--- src/rtl/board_io_pkg.sv ---
// Shared constants and seven-segment glyph lookup for the board I/O front end.
package board_io_pkg;

    // All segments off (segments are active-low).
    localparam logic [6:0] SEG_BLANK = 7'h7F;

    // Idle level of an active-low push-button.
    localparam logic KEY_RELEASED = 1'b1;

    // Glyphs for 0-F, segment order gfedcba, active-low. Entry 0 is rightmost.
    localparam logic [15:0][6:0] SEG_TABLE = {
        7'h0E, 7'h06, 7'h21, 7'h46,   // F E d C
        7'h03, 7'h08, 7'h10, 7'h00,   // b A 9 8
        7'h78, 7'h02, 7'h12, 7'h19,   // 7 6 5 4
        7'h30, 7'h24, 7'h79, 7'h40    // 3 2 1 0
    };

    function automatic logic [6:0] hex_to_seg(input logic [3:0] nibble);
        return SEG_TABLE[nibble];
    endfunction

endpackage

--- src/rtl/board_io_if.sv ---
// CPU-side port bundle: out-port write path, run status and the in-port word.
interface board_io_if #(
    parameter int DATA_W = 32
);
    logic [DATA_W-1:0] outport_data;
    logic              outport_wr;
    logic              run;
    logic [DATA_W-1:0] inport_data;

    // CPU / Control side drives the out-port and run status.
    modport master (
        output outport_data,
        output outport_wr,
        output run,
        input  inport_data
    );

    // Board front end consumes them and returns the switch word.
    modport slave (
        input  outport_data,
        input  outport_wr,
        input  run,
        output inport_data
    );
endinterface

--- src/rtl/board_io_ctrl_key_debouncer.sv ---
// One push-button channel: two-flop synchroniser, stability counter,
// debounced level and a one-cycle press pulse.
module key_debouncer
    import board_io_pkg::*;
#(
    parameter int DEBOUNCE_CYCLES = 500000
) (
    input  logic clk_i,
    input  logic reset_i,
    input  logic key_n_i,
    output logic key_pressed_o,
    output logic key_pulse_o
);

    localparam int CNT_W = (DEBOUNCE_CYCLES > 1) ? $clog2(DEBOUNCE_CYCLES) : 1;
    localparam logic [CNT_W-1:0] CNT_LAST = CNT_W'(DEBOUNCE_CYCLES - 1);

    logic             sync1_q, sync2_q;
    logic [CNT_W-1:0] cnt_q, cnt_d;
    logic             pressed_q, pressed_d;
    logic             pulse_q, pulse_d;
    logic             raw_n;

    assign raw_n = ~sync2_q;

    // Count consecutive cycles the synced level differs from the accepted level.
    always_comb begin
        // NOTE: every output gets a default first so no path can leave a latch behind.
        cnt_d     = cnt_q;
        pressed_d = pressed_q;
        pulse_d   = 1'b0;
        if (raw_n == pressed_q) begin
            cnt_d = '0;
        end else if (cnt_q == CNT_LAST) begin
            pressed_d = ~pressed_q;
            pulse_d   = ~pressed_q;    // only a new press pulses, never a release
            cnt_d     = '0;
        end else begin
            cnt_d = cnt_q + 1'b1;
        end
    end

    // Synchroniser and debounce state; reset discards any partial count.
    always_ff @(posedge clk_i) begin
        // NOTE: non-blocking assignments so every flop samples pre-edge values.
        if (reset_i) begin
            sync1_q   <= KEY_RELEASED;
            sync2_q   <= KEY_RELEASED;
            cnt_q     <= '0;
            pressed_q <= 1'b0;
            pulse_q   <= 1'b0;
        end else begin
            sync1_q   <= key_n_i;
            sync2_q   <= sync1_q;
            cnt_q     <= cnt_d;
            pressed_q <= pressed_d;
            pulse_q   <= pulse_d;
        end
    end

    assign key_pressed_o = pressed_q;
    assign key_pulse_o   = pulse_q;

endmodule

--- src/rtl/board_io_ctrl.sv ---
// Board I/O front end for the Mini SRC top level: debounced keys, synchronised
// switches into the in-port, latched out-port shown on NUM_HEX hex digits, run LED.
// Optional: define LEADING_ZERO_BLANK_EN to blank digits above the most
// significant nonzero nibble (digit 0 always lit).
module board_io_ctrl
    import board_io_pkg::*;
#(
    parameter int NUM_KEYS        = 2,
    parameter int NUM_SW          = 8,
    parameter int NUM_HEX         = 2,
    parameter int DATA_W          = 32,
    parameter int DEBOUNCE_CYCLES = 500000
) (
    input  logic                 CLOCK_50,
    input  logic                 reset,
    input  logic [NUM_KEYS-1:0]  KEY,
    input  logic [NUM_SW-1:0]    SW,
    board_io_if.slave            cpu,
    output logic [NUM_KEYS-1:0]  key_pressed,
    output logic [NUM_KEYS-1:0]  key_pulse,
    output logic [7*NUM_HEX-1:0] HEX,
    output logic                 LEDR_run
);

    logic [NUM_SW-1:0] sw_sync1_q, sw_sync2_q;
    logic [DATA_W-1:0] latch_q;
    logic              led_q;

    // One independent debounce channel per push-button.
    for (genvar k = 0; k < NUM_KEYS; k++) begin : g_key
        key_debouncer #(
            .DEBOUNCE_CYCLES (DEBOUNCE_CYCLES)
        ) u_key_debouncer (
            .clk_i         (CLOCK_50),
            .reset_i       (reset),
            .key_n_i       (KEY[k]),
            .key_pressed_o (key_pressed[k]),
            .key_pulse_o   (key_pulse[k])
        );
    end

    // Switch synchroniser, out-port latch and run LED; reset beats a write.
    always_ff @(posedge CLOCK_50) begin
        if (reset) begin
            sw_sync1_q <= '0;
            sw_sync2_q <= '0;
            latch_q    <= '0;
            led_q      <= 1'b0;
        end else begin
            sw_sync1_q <= SW;
            sw_sync2_q <= sw_sync1_q;
            if (cpu.outport_wr) begin
                latch_q <= cpu.outport_data;
            end
            led_q <= cpu.run;
        end
    end

    assign cpu.inport_data = DATA_W'(sw_sync2_q);
    assign LEDR_run        = led_q;

    // Each digit decodes its own nibble of the latched out-port word.
    for (genvar i = 0; i < NUM_HEX; i++) begin : g_hex
        logic [3:0] nibble;
        assign nibble = latch_q[4*i +: 4];
`ifdef LEADING_ZERO_BLANK_EN
        if (i == 0) begin : g_lsd
            assign HEX[7*i +: 7] = hex_to_seg(nibble);
        end else begin : g_upper
            // Blank when this digit and every digit above it are zero.
            logic upper_zero;
            assign upper_zero    = (latch_q[4*NUM_HEX-1 : 4*i] == '0);
            assign HEX[7*i +: 7] = upper_zero ? SEG_BLANK : hex_to_seg(nibble);
        end
`else
        assign HEX[7*i +: 7] = hex_to_seg(nibble);
`endif
    end

    // Out-port bits above the displayed digits are latched but not shown.
    if (4*NUM_HEX < DATA_W) begin : g_spare
        logic unused_latch_bits;
        assign unused_latch_bits = ^latch_q[DATA_W-1 : 4*NUM_HEX];
    end

endmodule

--- src/flat_wrapper.sv ---
// flat-port wrapper written by rule: the top's interface ports become plain ports
module board_io_ctrl_flat import board_io_pkg::*;
#(
    parameter int NUM_KEYS        = 2,
    parameter int NUM_SW          = 8,
    parameter int NUM_HEX         = 2,
    parameter int DATA_W          = 32,
    parameter int DEBOUNCE_CYCLES = 500000
)
  (CLOCK_50, reset, KEY, SW, key_pressed, key_pulse, HEX, LEDR_run, cpu_outport_data, cpu_outport_wr, cpu_run, cpu_inport_data);
  board_io_if #(.DATA_W(DATA_W)) cpu_i ();
  input  logic CLOCK_50;
  input  logic reset;
  input  logic [NUM_KEYS-1:0] KEY;
  input  logic [NUM_SW-1:0] SW;
  output logic [NUM_KEYS-1:0] key_pressed;
  output logic [NUM_KEYS-1:0] key_pulse;
  output logic [7*NUM_HEX-1:0] HEX;
  output logic LEDR_run;
  input wire logic [$bits(cpu_i.outport_data)-1:0] cpu_outport_data;
  input wire logic [$bits(cpu_i.outport_wr)-1:0] cpu_outport_wr;
  input wire logic [$bits(cpu_i.run)-1:0] cpu_run;
  output wire logic [$bits(cpu_i.inport_data)-1:0] cpu_inport_data;
  assign cpu_i.outport_data = cpu_outport_data;
  assign cpu_i.outport_wr = cpu_outport_wr;
  assign cpu_i.run = cpu_run;
  assign cpu_inport_data = cpu_i.inport_data;
  board_io_ctrl #(.NUM_KEYS(NUM_KEYS), .NUM_SW(NUM_SW), .NUM_HEX(NUM_HEX), .DATA_W(DATA_W), .DEBOUNCE_CYCLES(DEBOUNCE_CYCLES)) u_core (.CLOCK_50(CLOCK_50), .reset(reset), .KEY(KEY), .SW(SW), .cpu(cpu_i), .key_pressed(key_pressed), .key_pulse(key_pulse), .HEX(HEX), .LEDR_run(LEDR_run));
endmodule
--- config.mk ---
export PLATFORM = sky130hd
export DESIGN_NAME = board_io_ctrl_flat
export DESIGN_NICKNAME = d
export VERILOG_FILES = /design/src/rtl/board_io_pkg.sv /design/src/rtl/board_io_if.sv /design/src/rtl/board_io_ctrl_key_debouncer.sv /design/src/rtl/board_io_ctrl.sv /design/src/flat_wrapper.sv
export SDC_FILE = /design/constraint.sdc
export NUM_CORES = 1
export LEC_CHECK = 0
export CAP_MARGIN = 20
export CORE_MARGIN = 2
export CORE_UTILIZATION = 49
export DETAILED_ROUTE_END_ITERATION = 6
export GPL_ROUTABILITY_DRIVEN = 0
export GPL_TIMING_DRIVEN = 0
export PLACE_DENSITY = 0.9
export REMOVE_ABC_BUFFERS = 1
export SKIP_LAST_GASP = 1
export SLEW_MARGIN = 20
export SYNTH_ARGS = -nofsm -noshare
export SYNTH_HDL_FRONTEND = slang
export SYNTH_SLANG_ARGS = --single-unit
--- constraint.sdc ---
create_clock -name CLOCK_50 -period 2.3 [get_ports CLOCK_50]
set_input_delay 0.46 -clock CLOCK_50 [delete_from_list [all_inputs] [get_ports CLOCK_50]]
set_output_delay 0.46 -clock CLOCK_50 [all_outputs]
set_load 0.02 [all_outputs]
==> impl_results.md <==
* Status: finished clean
* Drt wl/cell at 12.37 microns
* Post-CTS Hold Fix Bufs at 0
* Cell Chain, Critical Path: dlygate4sd2_1 -> mux2i_1 -> nor2_1 -> inv_1 -> ha_1 -> mux4_2
* Worst Skew at 7.743 ps
* Hold_sp: u_core.g_key[0].u_key_debouncer.sync1_q
* Fin worst setup slack at around 170 ps
* Async SR Flop Fraction at 0%
* Mapped Area at about 0.0037 sq mm
* Type of the tightest min-delay check: register to register
* Critical Path Start Type: input port
* CTS buffer count at 9
* Std cell rows at 31
* Leakage at around 1.6 nW
* Worst slew pin tran at roughly 920 ps
* Final Setup Violations at 0
* RSZ-0062 raised after global routing: false
* Syn Inst Count at 386
* Detail Placement HPWL at 4723 microns
* Design Power at between 2 and 3 mW
* DR iter-0 viols at 140
* Launch point of the critical path: cpu_outport_wr
* DR vias at about 2700
* CTS Buffer Depth at 2
* Drt via density at approximately 5.1
* Warnings from Yosys at 0
* Routed wire length at 6569 microns
* Number of global-route vias before repair at about 2600
* RR Startpoint: u_core.g_key[1].u_key_debouncer.cnt_q[0]
* Area of the core at about 0.0073 sq mm
* Unique cell type count in the Yosys netlist at 40
* Tot GR Track Use at around 17%
* Mux contribution to synthesized area at about 5.5%
* CTS H-Tree Depth at 3
* Post-synth top area cell: dfxtp_1
* Top post-synthesis cells by area: dfxtp_1, xnor2_1, buf_4, nor2_1, ha_1
* PwrDens at 670.6 mW/mm^2
* Critical path data arrival time at around 2400 ps
* Number of synthesized flops with an enable pin at 0
* Final Util at slightly below 60%
* FF+latch count, synth at 85
* DP Worst Slack at -521.6 ps
* Post-synth top area share at a little under half
* Cell class contributing the biggest share of worst-path delay: buffers and inverters
* I/O Buffers at 48
* CP endpoint kind: register
* Avg Cell Area, Syn at 9.591 sq um
* Diodes inserted at 0
* Fmax at 469.1 MHz
* Rel. slew slack at 38.49%
* DRT antenna net count at 0
* Crit Path Max Fanout at 8
* Main synth FF type: dfxtp_1
* CP bufs+invs at 2
* Fill cell count at a little over 600
* Die span in y at approximately 91 microns
* Synth Area in XOR/XNOR at 7.807%
* Nets at a little under 500
* WP data required at between 2000 and 3000 ps
* First-pass GRT wire length at 11350 microns
* Area Growth Syn to Fin at 16.56%
* Seq/Total Area, Yosys at 45.96%
* DRC Markers at 0
* Synth Area in Adders at between 4 and 5%
* Fin crit period at 2132 ps
* Worst path slowest cell: dlygate4sd2_1
* Fin. Hold Viols at 0
* Drt first pass iters at 4
* Max stage delay on crit path at around 480 ps
* Max-cap violations at 0
* Clk_lat worst skew at 350 ps
* Dpl cell area at 0.004115 sq mm
* CTS tree: yes
* R2r setup slk at 250 ps
* Largest family of logic cells by synthesized area: simple AND/OR/NAND/NOR gates
* Die area at ~0.0083 sq mm
* Post-Synth Simple-Gate Area at approximately 22%
* Share of layout cells above drive strength 1 at about 8%
* Post-synthesis compound-gate area fraction at 5.035%
* Top Ports at between 90 and 100
* Antenna violations before repair at 0
* Initial Utilization at between 50 and 60%
* Fin crit share at around 90%
* GRT overflow at 0
* Post-layout instance area at 0.004315 sq mm
* WS Path Type: input port to register
* Root Driver: clkbuf_8
* Hold slack at roughly 410 ps
* Max IR drop VDD at ~0.47 mV
* Die width at roughly 91 microns
* Clock sink total at 85
* Largest net degree at the start of global routing at 42
* Slew Viols, Final at 0
* Clock transition at path regs at roughly 80 ps
[state kept, by name (all words and copies together), names as in the netlist, 8 cells and up]
| register | cells |
|---|---|
| u_core.latch_q | 8 |
| u_core.g_key.u_key_debouncer.cnt_q | 38 |
| u_core.sw_sync1_q | 8 |
| u_core.sw_sync2_q | 8 |
| HEX | 14 |
[final cells by class]
class | count | area [sq um] | share of cell area (%)
clock buffers | 11 | 141.4 | 3.276
repair buffers | 48 | 474.2 | 10.99
multi-input cells | 269 | 1764 | 40.88
well taps | 99 | 123.9 | 2.870
inverters | 14 | 52.55 | 1.218
flip-flops and latches | 85 | 1702 | 39.43
clock inverters | 5 | 57.56 | 1.334
[metrics by stage]
| step | instances | TNS, ps |
|---|---|---|
| detailed placement | 515 | -4273 |
| floorplan | 368 | 0 |
| global route | 531 | 0 |
| finish | 531 | 0 |
| global placement | 515 | -24910 |
| CTS | 531 | 0 |
[worst paths after layout]
path,end,cells past startpoint
max,HEX[10],6
min,u_core.g_key[0].u_key_debouncer.sync2_q,1
max reg2reg,u_core.g_key[1].u_key_debouncer.cnt_q[2],5
min reg2reg,u_core.g_key[0].u_key_debouncer.sync2_q,1
[layer usage]
layer / part of all wire (%) / up-vias / global-route usage, %
met2: 50 / 68 / 28.89
met4: 1.2 / 0 / 6.061
li1: - / 1343 / -
met3: 5.3 / 8 / 4.925
met5: 0 / - / 0
met1: 44 / 1264 / 19.38
[Yosys cell counts (all sizes together) (2+ instances only)]
library cell,number
a21oi,9
a221o,2
a31o,2
a32o,2
and3,8
and4,2
buf,37
clkbuf,4
dfxtp,85
ha,14
inv,14
mux2i,16
mux4,2
nand2,15
nand3,11
nand4,10
nor2,49
nor2b,17
nor3,12
nor4,13
nor4b,3
o21bai,2
o22ai,6
or2,8
or3,2
xnor2,25
xor2,8
[placed cells by master, fill, tap and decap left out, drive strengths merged, types with 3 or more instances in the layout]
cell / instances
nor4b: 3
inv: 15
ha: 14
dfxtp: 85
mux2i: 16
clkdlybuf4s50: 46
clkbuf: 11
xor2: 8
or2: 8
nor3: 12
nor2: 49
conb: 24
nor4: 13
o22ai: 6
clkinv: 3
nand3: 11
nor2b: 17
and3: 8
nand2: 15
xnor2: 25
nand4: 10
a21oi: 9
[kinds of logic (layout without fill, tap and decap cells)]
group	count (synthesis)	count (layout)
other	1	24
xor gates and xnor gates	33	33
and+or+nand+nor	153	153
buffers and inverters	55	78
muxes	18	18
DFF	85	85
AOI/OAI and AO/OA	27	27
adders and majority gates	14	14
[power by group]
part | internal, mW | switching [mW]
sequential | 1.52 | 0.0135
combinational | 0.137 | 0.170
clock | 0.534 | 0.519
[what timing repair did]
item / 4_1_cts / 5_1_grt
resized for setup: 2 / 0
endpoints found under the setup margin: 3 / 0
setup buffers: 0 / 0
No activity file was read; power rests on OpenSTA's default activity.
